==> config.mk <==
export PLATFORM = sky130hd
export DESIGN_NAME = cycle_sequencer_flat
export DESIGN_NICKNAME = d
export VERILOG_FILES = /design/src/rtl/mips_timing_pkg.sv /design/src/rtl/cycle_sequencer_if.sv /design/src/rtl/cycle_sequencer.sv /design/src/flat_wrapper.sv
export SDC_FILE = /design/constraint.sdc
export NUM_CORES = 1
export LEC_CHECK = 0
export BUFFER_PORTS_ARGS = -buffer_cell sky130_fd_sc_hd__buf_2
export CAP_MARGIN = 25
export CORE_MARGIN = 2
export CORE_UTILIZATION = 48
export CTS_CLUSTER_DIAMETER = 80
export DETAILED_ROUTE_END_ITERATION = 8
export PLACE_DENSITY = 0.74
export SKIP_LAST_GASP = 1
export SYNTH_ARGS = -nofsm -noshare
export SYNTH_HDL_FRONTEND = slang
export SYNTH_SLANG_ARGS = --single-unit
==> constraint.sdc <==
create_clock -name clk -period 2.2 [get_ports clk]
set_input_delay 0.22 -clock clk [delete_from_list [all_inputs] [get_ports clk]]
set_output_delay 0.22 -clock clk [all_outputs]
set_load 0.05 [all_outputs]
==> src/rtl/mips_timing_pkg.sv <==
// Phase constants shared by the sequencer and the pipeline-stage registers,
// plus the sequencer state encoding.
package mips_timing_pkg;

  localparam int unsigned FETCH_PHASE = 17;
  localparam int unsigned EXEC_PHASE  = 20;
  localparam int unsigned MEM_PHASE   = 24;
  localparam int unsigned WB_PHASE    = 28;
  localparam int unsigned LAST_PHASE  = 31;

  typedef enum logic [2:0] {
    ST_IDLE,
    ST_RUN,
    ST_WAIT_IMEM,
    ST_WAIT_DMEM,
    ST_HALTED
  } seq_state_t;

endpackage

==> src/rtl/cycle_sequencer_if.sv <==
// Control/handshake bundle between the core and its phase sequencer.
// Handshake: imem_req/dmem_req are levels held until the matching *_ready is
// seen high in the same cycle; a transfer happens only when req && ready.
interface cycle_sequencer_if;
  logic        run;
  logic        halt_req;
  logic        imem_ready;
  logic        dmem_ready;
  logic        is_mem_op;
  logic [4:0]  timehandler;
  logic        imem_req;
  logic        dmem_req;
  logic        fetch_en;
  logic        exec_en;
  logic        mem_en;
  logic        wb_en;
  logic        pc_en;
  logic        busy;
  logic        halted;
  logic [31:0] inst_count;

  modport master (
    output run, halt_req, imem_ready, dmem_ready, is_mem_op,
    input  timehandler, imem_req, dmem_req, fetch_en, exec_en, mem_en,
           wb_en, pc_en, busy, halted, inst_count
  );

  modport slave (
    input  run, halt_req, imem_ready, dmem_ready, is_mem_op,
    output timehandler, imem_req, dmem_req, fetch_en, exec_en, mem_en,
           wb_en, pc_en, busy, halted, inst_count
  );
endinterface

==> src/rtl/cycle_sequencer.sv <==
// Multi-cycle core phase sequencer: owns the timehandler phase counter, stalls
// on memory readiness, decodes stage strobes and stops at instruction boundaries.
module cycle_sequencer
  import mips_timing_pkg::*;
#(
  parameter int unsigned P_FETCH = FETCH_PHASE,
  parameter int unsigned P_EXEC  = EXEC_PHASE,
  parameter int unsigned P_MEM   = MEM_PHASE,
  parameter int unsigned P_WB    = WB_PHASE,
  parameter int unsigned P_LAST  = LAST_PHASE
) (
  input  logic               clk,
  input  logic               rst,
  cycle_sequencer_if.slave   bus,
  output seq_state_t         seq_state
);

  if (!(P_FETCH > 0 && P_FETCH < P_EXEC && P_EXEC < P_MEM &&
        P_MEM < P_WB && P_WB < P_LAST && P_LAST <= 31)) begin : g_phase_check
    $error("cycle_sequencer: phase constants must be strictly increasing within 1..31");
  end

  localparam logic [4:0] FETCH_P = 5'(P_FETCH);
  localparam logic [4:0] EXEC_P  = 5'(P_EXEC);
  localparam logic [4:0] MEM_P   = 5'(P_MEM);
  localparam logic [4:0] WB_P    = 5'(P_WB);
  localparam logic [4:0] LAST_P  = 5'(P_LAST);

  seq_state_t  state;
  logic [4:0]  th;
  logic [31:0] inst_count;
  logic        halt_pending;

  logic in_run;
  assign in_run = (state == ST_RUN);

  always_ff @(posedge clk or posedge rst) begin
    if (rst) begin
      state        <= ST_IDLE;
      th           <= 5'd0;
      inst_count   <= 32'd0;
      halt_pending <= 1'b0;
    end else begin
      // Sticky halt only while the core is actually executing.
      if (bus.halt_req && state != ST_IDLE && state != ST_HALTED)
        halt_pending <= 1'b1;
      case (state)
        ST_IDLE: begin
          if (bus.run) begin
            state <= ST_RUN;
            th    <= 5'd0;
          end
        end
        ST_RUN: begin
          if (th == 5'd0) begin
            if (bus.imem_ready) th    <= 5'd1;
            else                state <= ST_WAIT_IMEM;
          end else if (th == MEM_P && bus.is_mem_op && !bus.dmem_ready) begin
            state <= ST_WAIT_DMEM;
          end else if (th == LAST_P) begin
            inst_count <= inst_count + 32'd1;
            th         <= 5'd0;
            if (halt_pending || bus.halt_req) state <= ST_HALTED;
          end else begin
            th <= th + 5'd1;
          end
        end
        ST_WAIT_IMEM: begin
          if (bus.imem_ready) begin
            state <= ST_RUN;
            th    <= 5'd1;
          end
        end
        ST_WAIT_DMEM: begin
          if (bus.dmem_ready) begin
            state <= ST_RUN;
            th    <= MEM_P + 5'd1;
          end
        end
        ST_HALTED: th <= 5'd0;
        default:   state <= ST_IDLE;
      endcase
    end
  end

  // Requests and strobes are decoded from registered state so reset drops them at once.
  assign bus.imem_req = (in_run && th == 5'd0) || (state == ST_WAIT_IMEM);
  assign bus.dmem_req = (in_run && th == MEM_P && bus.is_mem_op) || (state == ST_WAIT_DMEM);
  assign bus.mem_en   = (in_run && th == MEM_P && (!bus.is_mem_op || bus.dmem_ready)) ||
                        (state == ST_WAIT_DMEM && bus.dmem_ready);
  assign bus.fetch_en = in_run && th == FETCH_P;
  assign bus.exec_en  = in_run && th == EXEC_P;
  assign bus.wb_en    = in_run && th == WB_P;
  assign bus.pc_en    = in_run && th == LAST_P;

  assign bus.busy        = in_run || state == ST_WAIT_IMEM || state == ST_WAIT_DMEM;
  assign bus.halted      = (state == ST_HALTED);
  assign bus.timehandler = th;
  assign bus.inst_count  = inst_count;
  assign seq_state       = state;

endmodule

==> src/flat_wrapper.sv <==
// flat-port wrapper written by rule: the top's interface ports become plain ports
module cycle_sequencer_flat import mips_timing_pkg::*;
#(
  parameter int unsigned P_FETCH = FETCH_PHASE,
  parameter int unsigned P_EXEC  = EXEC_PHASE,
  parameter int unsigned P_MEM   = MEM_PHASE,
  parameter int unsigned P_WB    = WB_PHASE,
  parameter int unsigned P_LAST  = LAST_PHASE
)
  (clk, rst, seq_state, bus_run, bus_halt_req, bus_imem_ready, bus_dmem_ready, bus_is_mem_op, bus_timehandler, bus_imem_req, bus_dmem_req, bus_fetch_en, bus_exec_en, bus_mem_en, bus_wb_en, bus_pc_en, bus_busy, bus_halted, bus_inst_count);
  cycle_sequencer_if bus_i ();
  input  logic clk;
  input  logic rst;
  output seq_state_t seq_state;
  input wire logic [$bits(bus_i.run)-1:0] bus_run;
  input wire logic [$bits(bus_i.halt_req)-1:0] bus_halt_req;
  input wire logic [$bits(bus_i.imem_ready)-1:0] bus_imem_ready;
  input wire logic [$bits(bus_i.dmem_ready)-1:0] bus_dmem_ready;
  input wire logic [$bits(bus_i.is_mem_op)-1:0] bus_is_mem_op;
  output wire logic [$bits(bus_i.timehandler)-1:0] bus_timehandler;
  output wire logic [$bits(bus_i.imem_req)-1:0] bus_imem_req;
  output wire logic [$bits(bus_i.dmem_req)-1:0] bus_dmem_req;
  output wire logic [$bits(bus_i.fetch_en)-1:0] bus_fetch_en;
  output wire logic [$bits(bus_i.exec_en)-1:0] bus_exec_en;
  output wire logic [$bits(bus_i.mem_en)-1:0] bus_mem_en;
  output wire logic [$bits(bus_i.wb_en)-1:0] bus_wb_en;
  output wire logic [$bits(bus_i.pc_en)-1:0] bus_pc_en;
  output wire logic [$bits(bus_i.busy)-1:0] bus_busy;
  output wire logic [$bits(bus_i.halted)-1:0] bus_halted;
  output wire logic [$bits(bus_i.inst_count)-1:0] bus_inst_count;
  assign bus_i.run = bus_run;
  assign bus_i.halt_req = bus_halt_req;
  assign bus_i.imem_ready = bus_imem_ready;
  assign bus_i.dmem_ready = bus_dmem_ready;
  assign bus_i.is_mem_op = bus_is_mem_op;
  assign bus_timehandler = bus_i.timehandler;
  assign bus_imem_req = bus_i.imem_req;
  assign bus_dmem_req = bus_i.dmem_req;
  assign bus_fetch_en = bus_i.fetch_en;
  assign bus_exec_en = bus_i.exec_en;
  assign bus_mem_en = bus_i.mem_en;
  assign bus_wb_en = bus_i.wb_en;
  assign bus_pc_en = bus_i.pc_en;
  assign bus_busy = bus_i.busy;
  assign bus_halted = bus_i.halted;
  assign bus_inst_count = bus_i.inst_count;
  cycle_sequencer #(.P_FETCH(P_FETCH), .P_EXEC(P_EXEC), .P_MEM(P_MEM), .P_WB(P_WB), .P_LAST(P_LAST)) u_core (.clk(clk), .rst(rst), .bus(bus_i), .seq_state(seq_state));
endmodule
==> insert_results.sql <==
INSERT INTO impl_metrics (metric_group, metric, value, unit) VALUES
('global_route', 'grt_start_max_net_pins', '42', ''),
('power', 'vdd_ir_drop_max', '0.953', 'mV'),
('die', 'start_util', '49.7', '%'),
('sta', 'final_max_slew_viol_count', '0', ''),
('detailed_routing', 'finalWirelength', '5330', 'um'),
('cells_and_area', 'area.growth.synth_to_final', '30.6', '%'),
('cts', 'worstSkewPairLatency', '290', 'ps'),
('cells_and_area', 'multi_input_area', '1370', 'um^2'),
('placement', 'dp_cells', '342', ''),
('worst_setup_path', 'required', '2380', 'ps'),
('global_route', 'via_count_of_the_first_global_routing_pass', '1836', ''),
('cts', 'cts_root_buf', 'clkbuf_8', ''),
('die', 'horizontal_extent_of_the_die', '73.7', 'um'),
('worst_setup_path', 'critical-path-top-cell-by-count', 'buf_4', ''),
('worst_setup_path', 'reg2reg_setup_slack', '60', 'ps'),
('sta', 'min_period_over_period', '97.3', '%'),
('synth', 'postSynth.topFlopCell', 'dfrtp_1', ''),
('synth', 'synth_mux_area_share', '0.483', '%'),
('synth', 'syn_avg_cell_area', '10.1', 'um^2'),
('cts', 'clock_sink_count', '41', ''),
('cells_and_area', 'filler_cell_count', '394', ''),
('sta', 'max-slew-margin-rel', '66.8', '%'),
('sta', 'report.final.hold_viol_count', '0', ''),
('power', 'power.density', '1020', 'nW/um^2'),
('sta', 'post-route-min-period', '2140', 'ps'),
('cells_and_area', 'utilization', '65.0', '%'),
('min_path', 'timing.hold.worst.class', 'in2async', ''),
('cts', 'tritoncts_clock_tree', 'yes', ''),
('sta', 'timing_worst_slew_pin_value', '499', 'ps'),
('die', 'die_area', '5440', 'um^2'),
('worst_setup_path', 'cpPeakStageDelay', '510', 'ps'),
('synth', 'ys_async_sr_fraction', '100', '%'),
('power', 'total_power', '3.10', 'mW'),
('synth', 'adder_cell_share_of_the_synthesized_area', '2.68', '%'),
('die', 'placement_rows', '25', ''),
('synth', 'synthSimpleGateAreaFrac', '28.3', '%'),
('synth', 'synth-compound-area-share', '8.47', '%'),
('worst_setup_path', 'crit_chain', 'inv_1 > ha_2 > buf_4 > nand2b_4 > buf_4 > or4b_1 > nand3_2 > nor4_1 > a211o_1', ''),
('cts', 'clk_path_buf_depth', '2', ''),
('worst_setup_path', 'worstSetupStartpointType', 'flop', ''),
('synth', 'cell_count_after_synthesis', '231', ''),
('synth', 'synth-warning-count', '0', ''),
('synth', 'synth_fp_nets', '243', ''),
('synth', 'synth_top_family_by_area', 'simple AND/OR/NAND/NOR gates', ''),
('detailed_routing', 'drt_first_iter_violations', '143', ''),
('power', 'leakage_power', '1.58', 'nW'),
('run_status', 'outcome', 'finished clean', ''),
('synth', 'post_synth_edffs', '0', ''),
('detailed_routing', 'firstDrtPassIters', '4', ''),
('cells_and_area', 'seq_area', '1030', 'um^2'),
('cells_and_area', 'drive_above_1_share', '40.3', '%'),
('sta', 'timing.final.setup_violations', '0', ''),
('sta', 'tns', '0', 'ps'),
('placement', 'pre_cts_ws', '-16.9', 'ps'),
('placement', 'place_hpwl', '3920', 'um'),
('placement', 'place.gp.congestion', '0.866', ''),
('die', 'top_level_ports', '56', ''),
('worst_setup_path', 'timing.setup.critical_path_class', 'reg2reg', ''),
('detailed_routing', 'avgViaCountPerCell', '5.50', ''),
('sta', 'rsz0062_at_grt', 'true', ''),
('worst_setup_path', 'crit_path_capture_type', 'flop', ''),
('detailed_routing', 'detail-route-antenna-nets', '0', ''),
('synth', 'synth.lib_cells_used.distinct', '56', ''),
('sta', 'max_clock_freq', '0.467', 'GHz'),
('die', 'core_region_area', '4690', 'um^2'),
('placement', 'dpl_cell_area', '2830', 'um^2'),
('die', 'die_h', '73.7', 'um'),
('cells_and_area', 'finalInstanceArea', '3050', 'um^2'),
('synth', 'synth.ff_latch_count', '41', ''),
('worst_setup_path', 'critical-path-slowest-cell', 'or4b_1', ''),
('cells_and_area', 'post_layout_net_count', '314', '');
power breakdown:
group / switching [mW] / internal (mW)
clock: 0.253 / 0.370
combinational: 0.990 / 0.572
sequential: 0.0937 / 0.819
total: 1.34 / 1.76
area by class of cell:
| type | count | area share (%) |
|---|---|---|
| clock buffers | 7 | 2.83 |
| flip-flops and latches | 41 | 33.8 |
| repair buffers | 72 | 13.8 |
| well taps | 54 | 2.22 |
| inverters | 11 | 1.35 |
| multi-input cells | 171 | 45.0 |
| clock inverters | 1 | 0.985 |
flip-flops by register name, summed over array words and instances (netlist names):
signal and cells:
u_core.halt_pending 1, u_core.bus.inst_count 32, u_core.bus.timehandler 5, u_core.seq_state 3
layout by cell type, fill, tap and decap left out, types with 2 or more instances in the layout:
cell type,synthesis,final
nor2_4,1,3
nor4_4,1,3
o21ai_0,9,7
ha_4,0,2
xor2_1,13,13
nand2_1,19,19
inv_1,11,10
nor3_1,8,2
nor4_1,2,2
dfrtp_2,0,4
dfrtp_1,41,37
and3_1,7,6
nand3_1,12,10
ha_1,5,2
nand2b_1,4,4
nor2_1,15,13
nor2_2,1,2
nand4_1,5,5
buf_2,3,51
buf_4,0,19
and2_1,3,3
buf_6,2,2
clkbuf_8,0,6
a21oi_1,6,6
nor3_4,0,2
o21ai_1,1,2
xnor2_1,18,18
nor3_2,3,7
nand3_2,1,3
nor2b_1,5,5
cell families (layout without fill, tap and decap cells):
logic type | Yosys count | after routing
and+or+nand+nor | 104 | 105
DFF | 41 | 41
xor gates and xnor gates | 31 | 31
AOI/OAI and AO/OA | 29 | 29
buffers and inverters | 20 | 91
adders and majority gates | 5 | 5
muxes | 1 | 1
worst paths after layout:
check / start / end
max: u_core.bus.timehandler[0] / u_core.bus.timehandler[2]
min: rst / u_core.bus.inst_count[24]
max reg2reg: u_core.bus.timehandler[0] / u_core.bus.timehandler[2]
min reg2reg: u_core.bus.inst_count[31] / u_core.bus.inst_count[31]
max in group asynchronous: rst / u_core.bus.timehandler[3]
min in group clk: bus_halt_req / u_core.halt_pending
timing repair:
action                                  CTS  global route
setup buffers                             3             3
pin swaps                                 1             3
endpoints found under the hold margin     0             0
hold buffers                              0             0
resized for setup                         9             7
endpoints found under the setup margin    5            13
cloned                                    0             1
synthesized netlist by cell type, types with 3 or more instances:
library cell / count / area [um^2]
and2_1: 3 / 18.8
xor2_1: 13 / 114
xnor2_1: 18 / 158
inv_1: 11 / 41.3
nor2_1: 15 / 56.3
nor3_1: 8 / 40.0
nand2b_1: 4 / 25.0
o21ai_0: 9 / 45.0
buf_2: 3 / 15.0
and3_1: 7 / 43.8
nand2_1: 19 / 71.3
a21oi_1: 6 / 30.0
dfrtp_1: 41 / 1030
nand4_1: 5 / 31.3
nor3_2: 3 / 30.0
nor2b_1: 5 / 31.3
clkbuf_1: 3 / 11.3
nand3_1: 12 / 60.1
ha_1: 5 / 62.6
metal layers:
layer  up-vias  routed length (um)  track usage [%]
met3         6                 224             3.16
met5         -                   0                0
met4         0                  57             7.07
met1       951                2300             26.2
met2        56                2750             35.8
li1        951                   -                -
worst max-delay path, delay by kind of cell (launching register included):
| kind | cells | cell delay [ps] |
|---|---|---|
| buffers and inverters | 3 | 340 |
| and+or+nand+nor | 4 | 790 |
| AOI/OAI and AO/OA | 1 | 270 |
| adders and majority gates | 1 | 160 |
| DFF | 1 | 450 |
No activity file was read; power rests on OpenSTA's default activity.
